## config.mk

```make
export PLATFORM = sky130hd
export DESIGN_NAME = uart_rx_os
export DESIGN_NICKNAME = d
export VERILOG_FILES = /design/src/rtl/uart_rx_os.sv
export SDC_FILE = /design/constraint.sdc
export NUM_CORES = 1
export LEC_CHECK = 0
export ABC_AREA = 1
export CORE_UTILIZATION = 59
export CTS_CLUSTER_SIZE = 10
export DETAILED_ROUTE_END_ITERATION = 6
export PLACE_DENSITY = 0.82
export SYNTH_ARGS = -nofsm -noshare
export SYNTH_HDL_FRONTEND = slang
export SYNTH_SLANG_ARGS = --single-unit
```

## constraint.sdc

```tcl
create_clock -name clk -period 3.9 [get_ports clk]
set_clock_uncertainty 0.2 [all_clocks]
set_input_delay 0.585 -clock clk [delete_from_list [all_inputs] [get_ports clk]]
set_output_delay 0.585 -clock clk [all_outputs]
set_load 0.02 [all_outputs]
```

## src/rtl/uart_rx_os.sv

```systemverilog
// Oversampling UART receiver: recovers DATA_BITS-N-1 frames, LSB first, from a 2-flop synchronized line.
// rx_done / frame_err are registered one-cycle strobes; rx_busy reflects the FSM state.
module uart_rx_os #(
  parameter int DATA_BITS  = 8,
  parameter int OVERSAMPLE = 16
) (
  input  logic                 clk,
  input  logic                 rst,
  input  logic                 b_tick,
  input  logic                 rx,
  output logic [DATA_BITS-1:0] rx_data,
  output logic                 rx_done,
  output logic                 frame_err,
  output logic                 rx_busy
);

  localparam int TW = $clog2(OVERSAMPLE);
  localparam int BW = $clog2(DATA_BITS) + 1;
  localparam logic [TW-1:0] HALF_LAST = TW'(OVERSAMPLE / 2 - 1);
  localparam logic [TW-1:0] TICK_LAST = TW'(OVERSAMPLE - 1);
  localparam logic [BW-1:0] BIT_LAST  = BW'(DATA_BITS - 1);

  typedef enum logic [2:0] {S_IDLE, S_START, S_DATA, S_STOP, S_BREAK} state_t;

  state_t                state_q, state_d;
  logic                  rx_meta_q, rx_s_q;
  logic [TW-1:0]         tick_q, tick_d;
  logic [BW-1:0]         bit_q, bit_d;
  logic [DATA_BITS-1:0]  shift_q, shift_d;
  logic [DATA_BITS-1:0]  data_q, data_d;
  logic                  done_q, done_d;
  logic                  ferr_q, ferr_d;

  always_ff @(posedge clk) begin
    if (rst) begin
      state_q   <= S_IDLE;
      rx_meta_q <= 1'b1;
      rx_s_q    <= 1'b1;
      tick_q    <= '0;
      bit_q     <= '0;
      shift_q   <= '0;
      data_q    <= '0;
      done_q    <= 1'b0;
      ferr_q    <= 1'b0;
    end else begin
      state_q   <= state_d;
      rx_meta_q <= rx;
      rx_s_q    <= rx_meta_q;
      tick_q    <= tick_d;
      bit_q     <= bit_d;
      shift_q   <= shift_d;
      data_q    <= data_d;
      done_q    <= done_d;
      ferr_q    <= ferr_d;
    end
  end

  always_comb begin
    state_d = state_q;
    tick_d  = tick_q;
    bit_d   = bit_q;
    shift_d = shift_q;
    data_d  = data_q;
    done_d  = 1'b0;
    ferr_d  = 1'b0;
    unique case (state_q)
      S_IDLE: begin
        // b_tick in the transition cycle is deliberately not counted
        if (!rx_s_q) begin
          state_d = S_START;
          tick_d  = '0;
        end
      end
      S_START: begin
        if (b_tick) begin
          if (tick_q == HALF_LAST) begin
            tick_d  = '0;
            bit_d   = '0;
            state_d = rx_s_q ? S_IDLE : S_DATA;
          end else begin
            tick_d = tick_q + TW'(1);
          end
        end
      end
      S_DATA: begin
        if (b_tick) begin
          if (tick_q == TICK_LAST) begin
            shift_d = {rx_s_q, shift_q[DATA_BITS-1:1]};
            tick_d  = '0;
            if (bit_q == BIT_LAST) state_d = S_STOP;
            else                   bit_d   = bit_q + BW'(1);
          end else begin
            tick_d = tick_q + TW'(1);
          end
        end
      end
      S_STOP: begin
        if (b_tick) begin
          if (tick_q == TICK_LAST) begin
            tick_d = '0;
            if (rx_s_q) begin
              data_d  = shift_q;
              done_d  = 1'b1;
              state_d = S_IDLE;
            end else begin
              ferr_d  = 1'b1;
              state_d = S_BREAK;
            end
          end else begin
            tick_d = tick_q + TW'(1);
          end
        end
      end
      S_BREAK: begin
        // a held-low line must return high before a new start is accepted
        if (rx_s_q) state_d = S_IDLE;
      end
      default: state_d = S_IDLE;
    endcase
  end

  assign rx_data   = data_q;
  assign rx_done   = done_q;
  assign frame_err = ferr_q;
  assign rx_busy   = (state_q != S_IDLE);

endmodule
```

======== Yosys cells after proc, flatten, opt, wreduce, memory -nomap -nowiden ========
Index checks and enable logic that the tools add are counted.
storage, ports and cells
  flip-flop bits (word level) ............. 31
  latch bits .............................. 0
  RAM bits ................................ 0
  memory bits (read-only) ................. 0
  input port bits ......................... 4
  word-level logic and storage cells ...... 69
  memories ................................ 0
cells by class
  add/sub/neg operators ................... 2
  multiply operators ...................... 0
  div/mod/pow operators ................... 0
  $lt $le $gt $ge ......................... 0
  equality and inequality tests ........... 18
  shift-type cells ........................ 0
  multiplexer cells ....................... 26
  bitwise gates (word level) .............. 3
  reduce and logical (&&, ||, !) cells .... 11
operators with widths
  cell                                                                      count
  4-bit two-way mux                                                         10
  3-bit two-way mux                                                         10
  2-bit inequality test (second input constant)                             10
  3-bit one-hot mux with 5 select lines                                     1
  4-bit one-hot mux with 3 select lines                                     1
  9-bit AND reduction                                                       1
  4-bit by 1-bit adder with 4-bit output (second input constant)            2
  4-bit by 3-bit equality test with 1-bit output (second input constant)    2
  4-bit one-hot mux with 2 select lines                                     1
  4-bit AND reduction                                                       2
  3-bit by 2-bit equality test with 1-bit output (second input constant)    2
  6-bit AND reduction                                                       1
  3-bit nonzero test                                                        2
  4-bit equality test (second input constant)                               1
  4-bit OR reduction                                                        1
  3-bit by 1-bit equality test with 1-bit output (second input constant)    1
  3-bit equality test (second input constant)                               1
  3-bit logical NOT                                                         1
  1-bit inverter                                                            3
  3-bit AND reduction                                                       1
  1-bit two-way mux                                                         2
  2-bit two-way mux                                                         1
  2-bit by 1-bit inequality test with 1-bit output (second input constant)  1
  2-bit nonzero test                                                        1
  2-bit OR reduction                                                        1

======== Depth between registers and ports, before layout ========
Gate-level depths: netlist of the first run.
  depth after elaboration ................. 5
  gate-level depth with buffers ........... 11

======== Least setup slack after synthesis of the first run ========
OpenSTA, ideal clock, no wires.
  path kind ............................... register to register
  start ................................... reg tick_q[0]
  end ..................................... reg shift_q[0]
  setup time .............................. 0.116 ns
  data arrival time ....................... 1.290 ns
  path slack .............................. 2.294 ns
  stages on the path, launching flop included .. 11
  path through ............................ dfxtp_1 -> ha_1 -> nand2_1 -> inv_1 -> nand2_2 -> nor2_2 -> inv_1 -> nor2_4 -> inv_2 -> nor2_1 -> nor2_1
on the way
  word-level cells in the longest chain between the ends .. 2
ends and longest elaborated chain
  item                                  RTL line  RTL
  from (decl)                           27        logic [TW-1:0] tick_q, tick_d;
  from (signal assigned)                49        tick_q <= tick_d;
  4-bit equality test                   87        if (tick_q == TICK_LAST) begin
  3-bit AND reduction (no source line)  -
  to (signal assigned)                  51        shift_q <= shift_d;
  to (decl)                             29        logic [DATA_BITS-1:0] shift_q, shift_d;
Every way passes these cells.
A chain may end at the register's enable or synchronous reset.

======== Final worst setup path of the first run ========
  start ................................... reg state_q[1]
  end ..................................... out rx_busy
on the way
  word-level cells in the longest chain between the ends .. 1
ends and longest elaborated chain
  item                    RTL line  RTL
  from (decl)             25        state_t state_q, state_d;
  from (signal assigned)  46        state_q <= state_d;
  3-bit nonzero test      125       assign rx_busy = (state_q != S_IDLE);
  to (decl)               14        output logic rx_busy
Every way passes these cells.

==> qor.csv, run 1 <==
metric;value;unit
initial antenna violation count;0;
Peak VDD IR;470;uV
Lkg Pwr;0.000699;uW
Std-Cell Core Area;2230;sq um
Num CTS Buffers;5;
synthesized area;1420;sq um
Hold Violations, Final;0;
Clock Latency Late Sink;0.34;ns
Avg Inst Size Synth;7.40;sq um
Worst EP required;3.12;ns
CTS tree;done;
sequential area share after synthesis;43.7;%
# setup viols final;0;
CTS root buffer;clkbuf_4;
Max-Cap Viols;0;
maximum clock rate;406;MHz
largest net degree at the start of global routing;20;
Area Growth Syn to Fin;16.3;%
slowest stage cell, crit path;clkdlybuf4s50_1;
YS warnings;0;
Post-Route Utilization;73.9;%
crit start category;flop;
min cycle time layout;2.46;ns
Placer Congestion;0.938;
min-delay src;rx_meta_q;
Chip Height;51.1;um
CP peak stage delay;0.60;ns
fraction of layout cells with a size suffix above 1;15.6;%
cts repair resizes;0;
Crit Path Category;flop to primary output;
diode count;0;
1st-iter DRT viols;64;
Syn Inst Count;192;
final WL;2.92;mm
H-tree level count;2;
status;completed;
WHS Path Cells;1;
Seq cells post-synth;31;
CP Cell Sequence;inv_2, nand2_1, clkdlybuf4s50_1;
FF+latch area;621;sq um
Mapped Nets;198;
vias per cell;5.27;
r2r worst-path depth;10;
final count of pins violating max slew;0;
reg-to-reg endpoint;shift_q[5];
Clock Path Buffers;2;
dpl hpwl;2.15;mm
Worst Setup End Kind;primary output;
antenna viol nets, final;0;
Initial Util;63.6;%
clock sinks;31;
worst hold path type;flop to flop;
Worst-path clk slew;0.11;ns
Port Buffers;14;
fin crit share;63.1;%
post-DR wirelength/cell;12.2;um
Cell variety after synth;25;
area occupied by multi-input gates;716;sq um
CTS Hold Bufs;0;
fillers;171;
RR Startpoint;tick_q[0];
# Post-CTS Setup Buffers;0;
Layout Nets;216;
Ports;15;
drt first pass iters;4;
Row Count;17;
RSZ-0062 raised after global routing;no;
pwr/cell area;543;nW/um^2
first-pass GRT wire length;5.10;mm
GRT Resource Usage Total;27.3;%
DRC violations left;0;
Overflow after GRT;0;
worst slew pin tran;0.446;ns
vias in the first global route;1157;
crit-path max FO;8;
via count;1259;
Slew HR;70.2;%
arrival time at the worst endpoint;1.68;ns
Worst Hold Path EP;rx_s_q;
Die W;51.1;um
setup TNS;0;ns
Worst R2R Setup Slack;2.03;ns
DIE AREA;2610;sq um
worst max-delay path, delay by kind of cell (launching register included):
kind	cells	cell delay [ns]
buffers and inverters	2	0.72
DFF	1	0.53
and+or+nand+nor	1	0.08
how the worst max path moves through the flow:
| stage | from | end |
|---|---|---|
| after CTS | state_q[1] | rx_busy |
| after detailed placement | rst | tick_q[2] |
| after global placement | b_tick | shift_q[5] |
| after floorplan | tick_q[0] | shift_q[0] |
| final | state_q[1] | rx_busy |
| after global routing | state_q[1] | rx_busy |
flip-flops by register name, indices dropped and copies added (netlist names):
| name | cells |
|---|---|
| rx_meta_q | 1 |
| shift_q | 8 |
| bit_q | 4 |
| rx_done | 1 |
| rx_data | 8 |
| state_q | 3 |
| frame_err | 1 |
| rx_s_q | 1 |
| tick_q | 4 |
synth_stat cells:
cell type / number / share of area, %
nor2_1: 47 / 12
dfxtp_1: 31 / 44
nand2_1: 26 / 6.9
o21ai_0: 18 / 6.3
nand3_1: 13 / 4.6
a21oi_1: 11 / 3.9
inv_1: 11 / 2.9
inv_2: 7 / 1.9
nand2_2: 4 / 1.8
nand2_4: 4 / 3.2
nor2_2: 3 / 1.3
ha_1: 2 / 1.8
nor3_1: 2 / 0.70
or2_2: 2 / 0.88
a21oi_2: 1 / 0.62
a21oi_4: 1 / 1.1
and2_1: 1 / 0.44
buf_4: 1 / 0.53
clkbuf_1: 1 / 0.26
clkbuf_2: 1 / 0.35
nand3_4: 1 / 1.2
nand4_1: 1 / 0.44
nor2_4: 1 / 0.79
nor2_8: 1 / 1.4
xor2_1: 1 / 0.62
stage by stage:
| step | setup slack (ns) | std cells | hold slack [ns] | instance area (sq um) | total power (uW) |
|---|---|---|---|---|---|
| finish | 1.44 | 239 | 0.213 | 1650 | 897 |
| CTS | 1.45 | 239 | 0.217 | 1650 | 893 |
| floorplan | 2.29 | 192 | 0.189 | 1420 | 618 |
| global route | 1.37 | 239 | 0.243 | 1650 | 946 |
| detailed placement | 1.65 | 231 | 0.203 | 1580 | 678 |
| global placement | 1.69 | 231 | 0.202 | 1580 | 666 |
layout make-up:
| class | instances | area share [%] |
|---|---|---|
| well taps | 28 | 2.12 |
| multi-input cells | 140 | 43.3 |
| flip-flops and latches | 31 | 37.6 |
| repair buffers | 14 | 8.48 |
| clock inverters | 1 | 0.455 |
| inverters | 18 | 4.09 |
| clock buffers | 7 | 3.94 |
kinds of logic (layout without fill, tap and decap cells):
group | count (synthesis) | after routing | share of synthesized area (%)
compound gates | 31 | 31 | 12.0
xor+xnor | 1 | 1 | 0.617
fa+ha+maj | 2 | 2 | 1.76
buf+inv | 21 | 40 | 5.90
flops | 31 | 31 | 43.7
simple gates | 106 | 106 | 36.0
routing by layer:
metal	vias up	wire length [um]	GRT usage, %
li1	655	-	-
met2	40	1310	40.8
met5	-	0	0
met3	5	216	11.9
met4	0	38	8.80
met1	559	1360	35.1
layout by cell type (no fill, tap or decap):
cell,netlist,layout
nor2_1,47,47
dfxtp_1,31,31
nand2_1,26,26
o21ai_0,18,18
clkdlybuf4s50_1,0,14
nand3_1,13,13
inv_1,11,11
a21oi_1,11,11
inv_2,7,7
clkbuf_4,0,5
nand2_4,4,4
nand2_2,4,4
nor2_2,3,3
or2_2,2,2
nor3_1,2,2
ha_1,2,2
clkbuf_8,0,2
nor2_4,1,1
nand3_4,1,1
a21oi_4,1,1
nor2_8,1,1
nand4_1,1,1
and2_1,1,1
xor2_1,1,1
a21oi_2,1,1
clkinvlp_4,0,1
power by group:
part | switching [uW] | internal (uW) | leakage (uW)
sequential | 27.7 | 333 | 0.000251
combinational | 204 | 111 | 0.000411
clock | 115 | 105 | 0.0000375
total | 347 | 550 | 0.000699
Power figures use the tool's default switching activity.
==> run 2, diff against run 1 <==
--- a/config.mk
+++ b/config.mk
@@ -6,10 +6,10 @@
 export NUM_CORES = 1
 export LEC_CHECK = 0
 export ABC_AREA = 1
-export CORE_UTILIZATION = 59
+export CORE_UTILIZATION = 49
 export CTS_CLUSTER_SIZE = 10
 export DETAILED_ROUTE_END_ITERATION = 6
-export PLACE_DENSITY = 0.82
+export PLACE_DENSITY = 0.72
 export SYNTH_ARGS = -nofsm -noshare
 export SYNTH_HDL_FRONTEND = slang
 export SYNTH_SLANG_ARGS = --single-unit
==> constraint.sdc (replaced) <==
create_clock -name clk -period 2 [get_ports clk]
set_clock_uncertainty 0.2 [all_clocks]
set_input_delay 0.3 -clock clk [delete_from_list [all_inputs] [get_ports clk]]
set_output_delay 0.3 -clock clk [all_outputs]
set_load 0.02 [all_outputs]
==> qor.csv, run 2 (same netlist as run 1, synthesis figures left out) <==
metric;value;unit;change
Worst Path Buf+Inv;3;;+1
slowest stage cell, crit path;dfxtp_2;;
setup TNS;0;ns;unchanged
crit start category;flop;;
WHS;0.235;ns;+0.0211 ns
Placer Congestion;0.909;;-3.2%
drt first pass iters;4;;unchanged
min cycle time layout;1.82;ns;
largest net degree at the start of global routing;20;;unchanged
WHS Path Cells;1;;unchanged
arrival time at the worst endpoint;1.84;ns;+0.16 ns
RSZ-0062 raised after global routing;no;;
Overflow after GRT;0;;unchanged
antenna viol nets, final;0;;unchanged
Slew HR;68.9;%;-1.3 points
Std-Cell Core Area;2760;sq um;+23%
placed inst area;1610;sq um;+2.1%
# setup viols final;0;;unchanged
Worst-path clk slew;0.10;ns;about the same
Max-Cap Viols;0;;unchanged
most frequent cells in the layout;nor2_1, dfxtp_1, nand2_1, o21ai_0;;
initial antenna violation count;0;;unchanged
vias in the first global route;1255;;+8.5%
worst hold path type;flop to flop;;
design area;1720;sq um;+3.9%
CTS root buffer;clkbuf_4;;
CTS tree;done;;
dpl hpwl;2.09;mm;-2.8%
Chip Height;55.8;um;+9.4%
Worst Setup End Kind;flop;;
FF+latch area;623;sq um;+0.40%
CP Cell Sequence;ha_1, nand2_1, inv_1, nand2_2, nor2_4, inv_1, nor2_4, inv_2, nor2_1, nor2_1;;
DIE AREA;3120;sq um;+20%
Peak VDD IR;756;uV;+61%
worst slew pin tran;0.465;ns;+0.0193 ns
Tot Pwr;1860;uW;+110%
Clock Path Buffers;2;;unchanged
area occupied by multi-input gates;723;sq um;+1.0%
Setup WS post-layout;0.181;ns;-1.26 ns
Metal-1 WL;1.28;mm;-5.7%
Top Layer Used;met4;;
fillers;243;;+42%
CTS Hold Bufs;0;;unchanged
fin crit share;91.0;%;
pre-CTS setup slack;0.120;ns;-1.53 ns
final WL;3.02;mm;+3.3%
first-pass GRT wire length;5.25;mm;+3.0%
min-delay src;rx_meta_q;;
Worst Hold Path EP;rx_s_q;;
H-tree level count;2;;unchanged
Initial Util;51.5;%;-12 points
Port Buffers;14;;unchanged
Lkg Pwr;0.000740;uW;+5.8%
diode count;0;;unchanged
Ports;15;;unchanged
CP peak stage delay;0.39;ns;-0.21 ns
met2 WL;1.51;mm;+16%
r2r worst-path depth;10;;unchanged
pwr/cell area;1080;nW/um^2;+99%
crit-path max FO;10;;+2
Hold Violations, Final;0;;unchanged
Num CTS Buffers;5;;unchanged
clock sinks;31;;unchanged
RR Startpoint;tick_q[0];;
Row Count;19;;+2
commonest non-fill, non-tap cell in the layout;nor2_1;;
status;completed;;
Crit Path Category;flop to flop;;
DRC violations left;0;;unchanged
vias per cell;5.29;;+0.45%
1st-iter DRT viols;64;;unchanged
reg-to-reg endpoint;shift_q[5];;
Die W;55.8;um;+9.4%
Area Growth Syn to Fin;20.8;%;
final count of pins violating max slew;0;;unchanged
Layout Nets;221;;+2.3%
fraction of layout cells with a size suffix above 1;19.0;%;+3.3 points
via count;1307;;+3.8%
post-DR wirelength/cell;12.2;um;about the same
CP top delay family;simple AND/OR/NAND/NOR gates;;
Worst R2R Setup Slack;0.18;ns;-1.85 ns
Worst EP required;2.02;ns;-1.10 ns
Clock Latency Late Sink;0.34;ns;about the same
maximum clock rate;550;MHz;
met3 WL;169;um;-22%
GRT Resource Usage Total;21.8;%;-5.6 points
-- run 2: area by class of cell --
cell class                      count  area share, %
Inverter                           18           3.94
Tap cell                           31           2.26
Clock inverter                      2           2.04
Timing Repair Buffer               19           10.3
Clock buffer                        6           2.99
Sequential cell                    31           36.3
Multi-Input combinational cell    140           42.2
-- run 2: routing by layer --
metal  vias to the layer above  global-route usage, %
met5                         -                      0
met4                         0                   9.06
met3                         7                   7.67
met2                        43                   36.0
met1                       597                   25.7
li1                        660                      -
-- run 2: worst reg2reg max path: stages (launching register included) --
cell,delay [ns]
dfxtp_2,0.39
ha_1,0.18
nand2_1,0.07
inv_1,0.08
nand2_2,0.09
nor2_4,0.13
inv_1,0.09
nor2_4,0.19
inv_2,0.10
nor2_1,0.11
nor2_1,0.07
-- run 2: timing repair --
item | CTS | global route
setup buffers | 0 | 1
resized for setup | 2 | 4
setup endpoints to repair | 1 | 18
-- run 2: stage by stage --
step / utilization [%] / std cells
2_1_floorplan: - / 192
3_3_place_gp: 58.5 / 238
3_5_place_dp: 58.5 / 238
4_1_cts: 61.6 / 246
5_1_grt: 62.2 / 247
6_report: 62.2 / 247
-- run 2: worst max-delay path by stage --
stage	start	endpoint	slack, ns	cells past startpoint
finish	tick_q[0]	shift_q[5]	0.18	10
global placement	b_tick	shift_q[4]	0.16	8
floorplan	tick_q[0]	shift_q[0]	0.39	10
detailed placement	b_tick	shift_q[4]	0.12	8
global route	tick_q[1]	shift_q[5]	0.03	10
CTS	tick_q[0]	shift_q[5]	0.08	10
-- run 2: power by group --
part           internal (uW)  switching [uW]
combinational            231             428
sequential               652            30.3
clock                    295             220
==> run 3, diff against run 2 <==
--- a/config.mk
+++ b/config.mk
@@ -10,6 +10,7 @@
 export CTS_CLUSTER_SIZE = 10
 export DETAILED_ROUTE_END_ITERATION = 6
 export PLACE_DENSITY = 0.72
+export RECOVER_POWER = 50
 export SYNTH_ARGS = -nofsm -noshare
 export SYNTH_HDL_FRONTEND = slang
 export SYNTH_SLANG_ARGS = --single-unit
==> qor.csv, run 3 (same netlist as run 1, synthesis figures left out) <==
metric;value;unit;change
Area Growth Syn to Fin;19.3;%;
DIE AREA;3120;sq um;unchanged
via count;1315;;+0.61%
switching portion of total power;36.5;%;-0.081 points
Placer Congestion;0.909;;unchanged
min cycle time layout;1.85;ns;+0.0263 ns
drt first pass iters;4;;unchanged
commonest non-fill, non-tap cell in the layout;nor2_1;;
clock share of power;28.3;%;+0.5 points
Slew HR;60.4;%;-8.5 points
Overflow after GRT;0;;unchanged
Internal;1150;uW;-2.0%
GRT Resource Usage Total;21.8;%;unchanged
Setup WS post-layout;0.154;ns;-0.0263 ns
CP top delay family;buffers and inverters;;
Worst-path clk slew;0.10;ns;about the same
CTS root buffer;clkbuf_4;;
antenna viol nets, final;0;;unchanged
status;completed;;
WHS Path Cells;1;;unchanged
Row Count;19;;unchanged
min-delay src;rx_meta_q;;
final count of pins violating max slew;0;;unchanged
vias per cell;5.32;;+0.61%
dpl hpwl;2.09;mm;unchanged
part of the power in combinational logic;34.2;%;-1.3 points
fraction of layout cells with a size suffix above 1;17.1;%;-1.9 points
pwr/cell area;1070;nW/um^2;-0.94%
Die W;55.8;um;unchanged
crit-path max FO;2;;-8
Lkg Pwr;0.000751;uW;+1.6%
CP peak stage delay;0.67;ns;+0.28 ns
setup TNS;0;ns;unchanged
final WL;3.04;mm;+0.60%
fin crit share;92.3;%;+1.3 points
Net Switching;663;uW;-2.4%
clock sinks;31;;unchanged
Worst EP required;1.50;ns;-0.52 ns
H-tree level count;2;;unchanged
Chip Height;55.8;um;unchanged
Ports;15;;unchanged
Num CTS Buffers;5;;unchanged
vias in the first global route;1255;;unchanged
maximum clock rate;542;MHz;-1.4%
crit start category;flop;;
largest net degree at the start of global routing;20;;unchanged
RR Startpoint;tick_q[0];;
Flop pwr share;37.5;%;+0.8 points
Worst Hold Path EP;rx_s_q;;
Std-Cell Core Area;2760;sq um;unchanged
initial antenna violation count;0;;unchanged
arrival time at the worst endpoint;1.35;ns;-0.49 ns
Port Buffers;14;;unchanged
fillers;245;;+0.82%
first-pass GRT wire length;5.25;mm;unchanged
1st-iter DRT viols;68;;+6.3%
most frequent cells in the layout;nor2_1, dfxtp_1, nand2_1, o21ai_0, nand3_1;;
Layout Nets;221;;unchanged
Initial Util;51.5;%;unchanged
Hold Violations, Final;0;;unchanged
Worst Setup End Kind;primary output;;
post-DR wirelength/cell;12.3;um;+0.60%
CTS Hold Bufs;0;;unchanged
CTS tree;done;;
Worst R2R Setup Slack;0.17;ns;about the same
FF+latch area;623;sq um;unchanged
Peak VDD IR;744;uV;-1.5%
RSZ-0062 raised after global routing;no;;
diode count;0;;unchanged
pre-CTS setup slack;0.120;ns;unchanged
# setup viols final;0;;unchanged
Clock Latency Late Sink;0.33;ns;about the same
Crit Path Category;flop to primary output;;
r2r worst-path depth;10;;unchanged
DRC violations left;0;;unchanged
WHS;0.233;ns;-0.00180 ns
Max-Cap Viols;0;;unchanged
Clock Path Buffers;2;;unchanged
area occupied by multi-input gates;709;sq um;-1.9%
CP Cell Sequence;dlygate4sd3_1;;
worst hold path type;flop to flop;;
Worst Path Buf+Inv;1;;-2
worst slew pin tran;0.594;ns;+0.129 ns
reg-to-reg endpoint;shift_q[5];;
slowest stage cell, crit path;dlygate4sd3_1;;
## run 3: changes by cell type in the layout (fill, tap and decap cells not counted)
cell | previous run | this run
clkdlybuf4s50_1 | 13 | 5
dlygate4sd3_1 | 0 | 8
buf_4 | 5 | 3
clkbuf_1 | 0 | 2
nand2_1 | 26 | 28
nand2_2 | 4 | 2
and2_0 | 0 | 1
and2_1 | 1 | 0
nor2_4 | 2 | 3
nor2_8 | 1 | 0
## run 3: final cells by class
type,instances,area share (%)
tap,31,2.29
clock inverter,2,2.07
clock buffer,6,3.03
timing repair buffer,19,9.97
inverter,18,3.99
sequential,31,36.8
multi-input combinational,140,41.9
## run 3: layer usage
| layer | part of all wire [%] | vias up | GRT usage [%] |
|---|---|---|---|
| li1 | - | 658 | - |
| met1 | 43 | 610 | 25.7 |
| met2 | 50 | 41 | 36.0 |
| met3 | 4.6 | 6 | 7.67 |
| met4 | 1.7 | 0 | 9.06 |
| met5 | 0 | - | 0 |
## run 3: per-stage QoR
stage / std cells / area [sq um] / total power [uW] / utilization (%)
final: 247 / 1690 / 1820 / 61.4
after detailed placement: 238 / 1610 / 1350 / 58.5
after global placement: 238 / 1610 / 1330 / 58.5
after CTS: 246 / 1700 / 1850 / 61.6
after floorplan: 192 / 1420 / 1210 / -
after global routing: 247 / 1690 / 1940 / 61.4
## run 3: how the worst max path moves through the flow
stage	from	end	slack, ns	cells past startpoint
after detailed placement	b_tick	shift_q[4]	0.12	8
after global routing	tick_q[1]	state_q[0]	0.02	11
after floorplan	tick_q[0]	shift_q[0]	0.39	10
after CTS	tick_q[0]	shift_q[5]	0.08	10
final	rx_data[3]	rx_data[3]	0.15	1
after global placement	b_tick	shift_q[4]	0.16	8
## run 3: power groups by stage
stage | clock network (uW) | logic, uW | registers (uW)
after CTS | 517 | 653 | 679
after floorplan | 0 | 515 | 691
after global routing | 558 | 694 | 686
after detailed placement | 0 | 660 | 693
final | 514 | 621 | 681
after global placement | 0 | 638 | 689
## run 3: repair_timing
item,4_1_cts,5_1_grt
buffers inserted,0,1
resized for setup,2,4
setup endpoints to repair,1,18
pin swaps,0,0
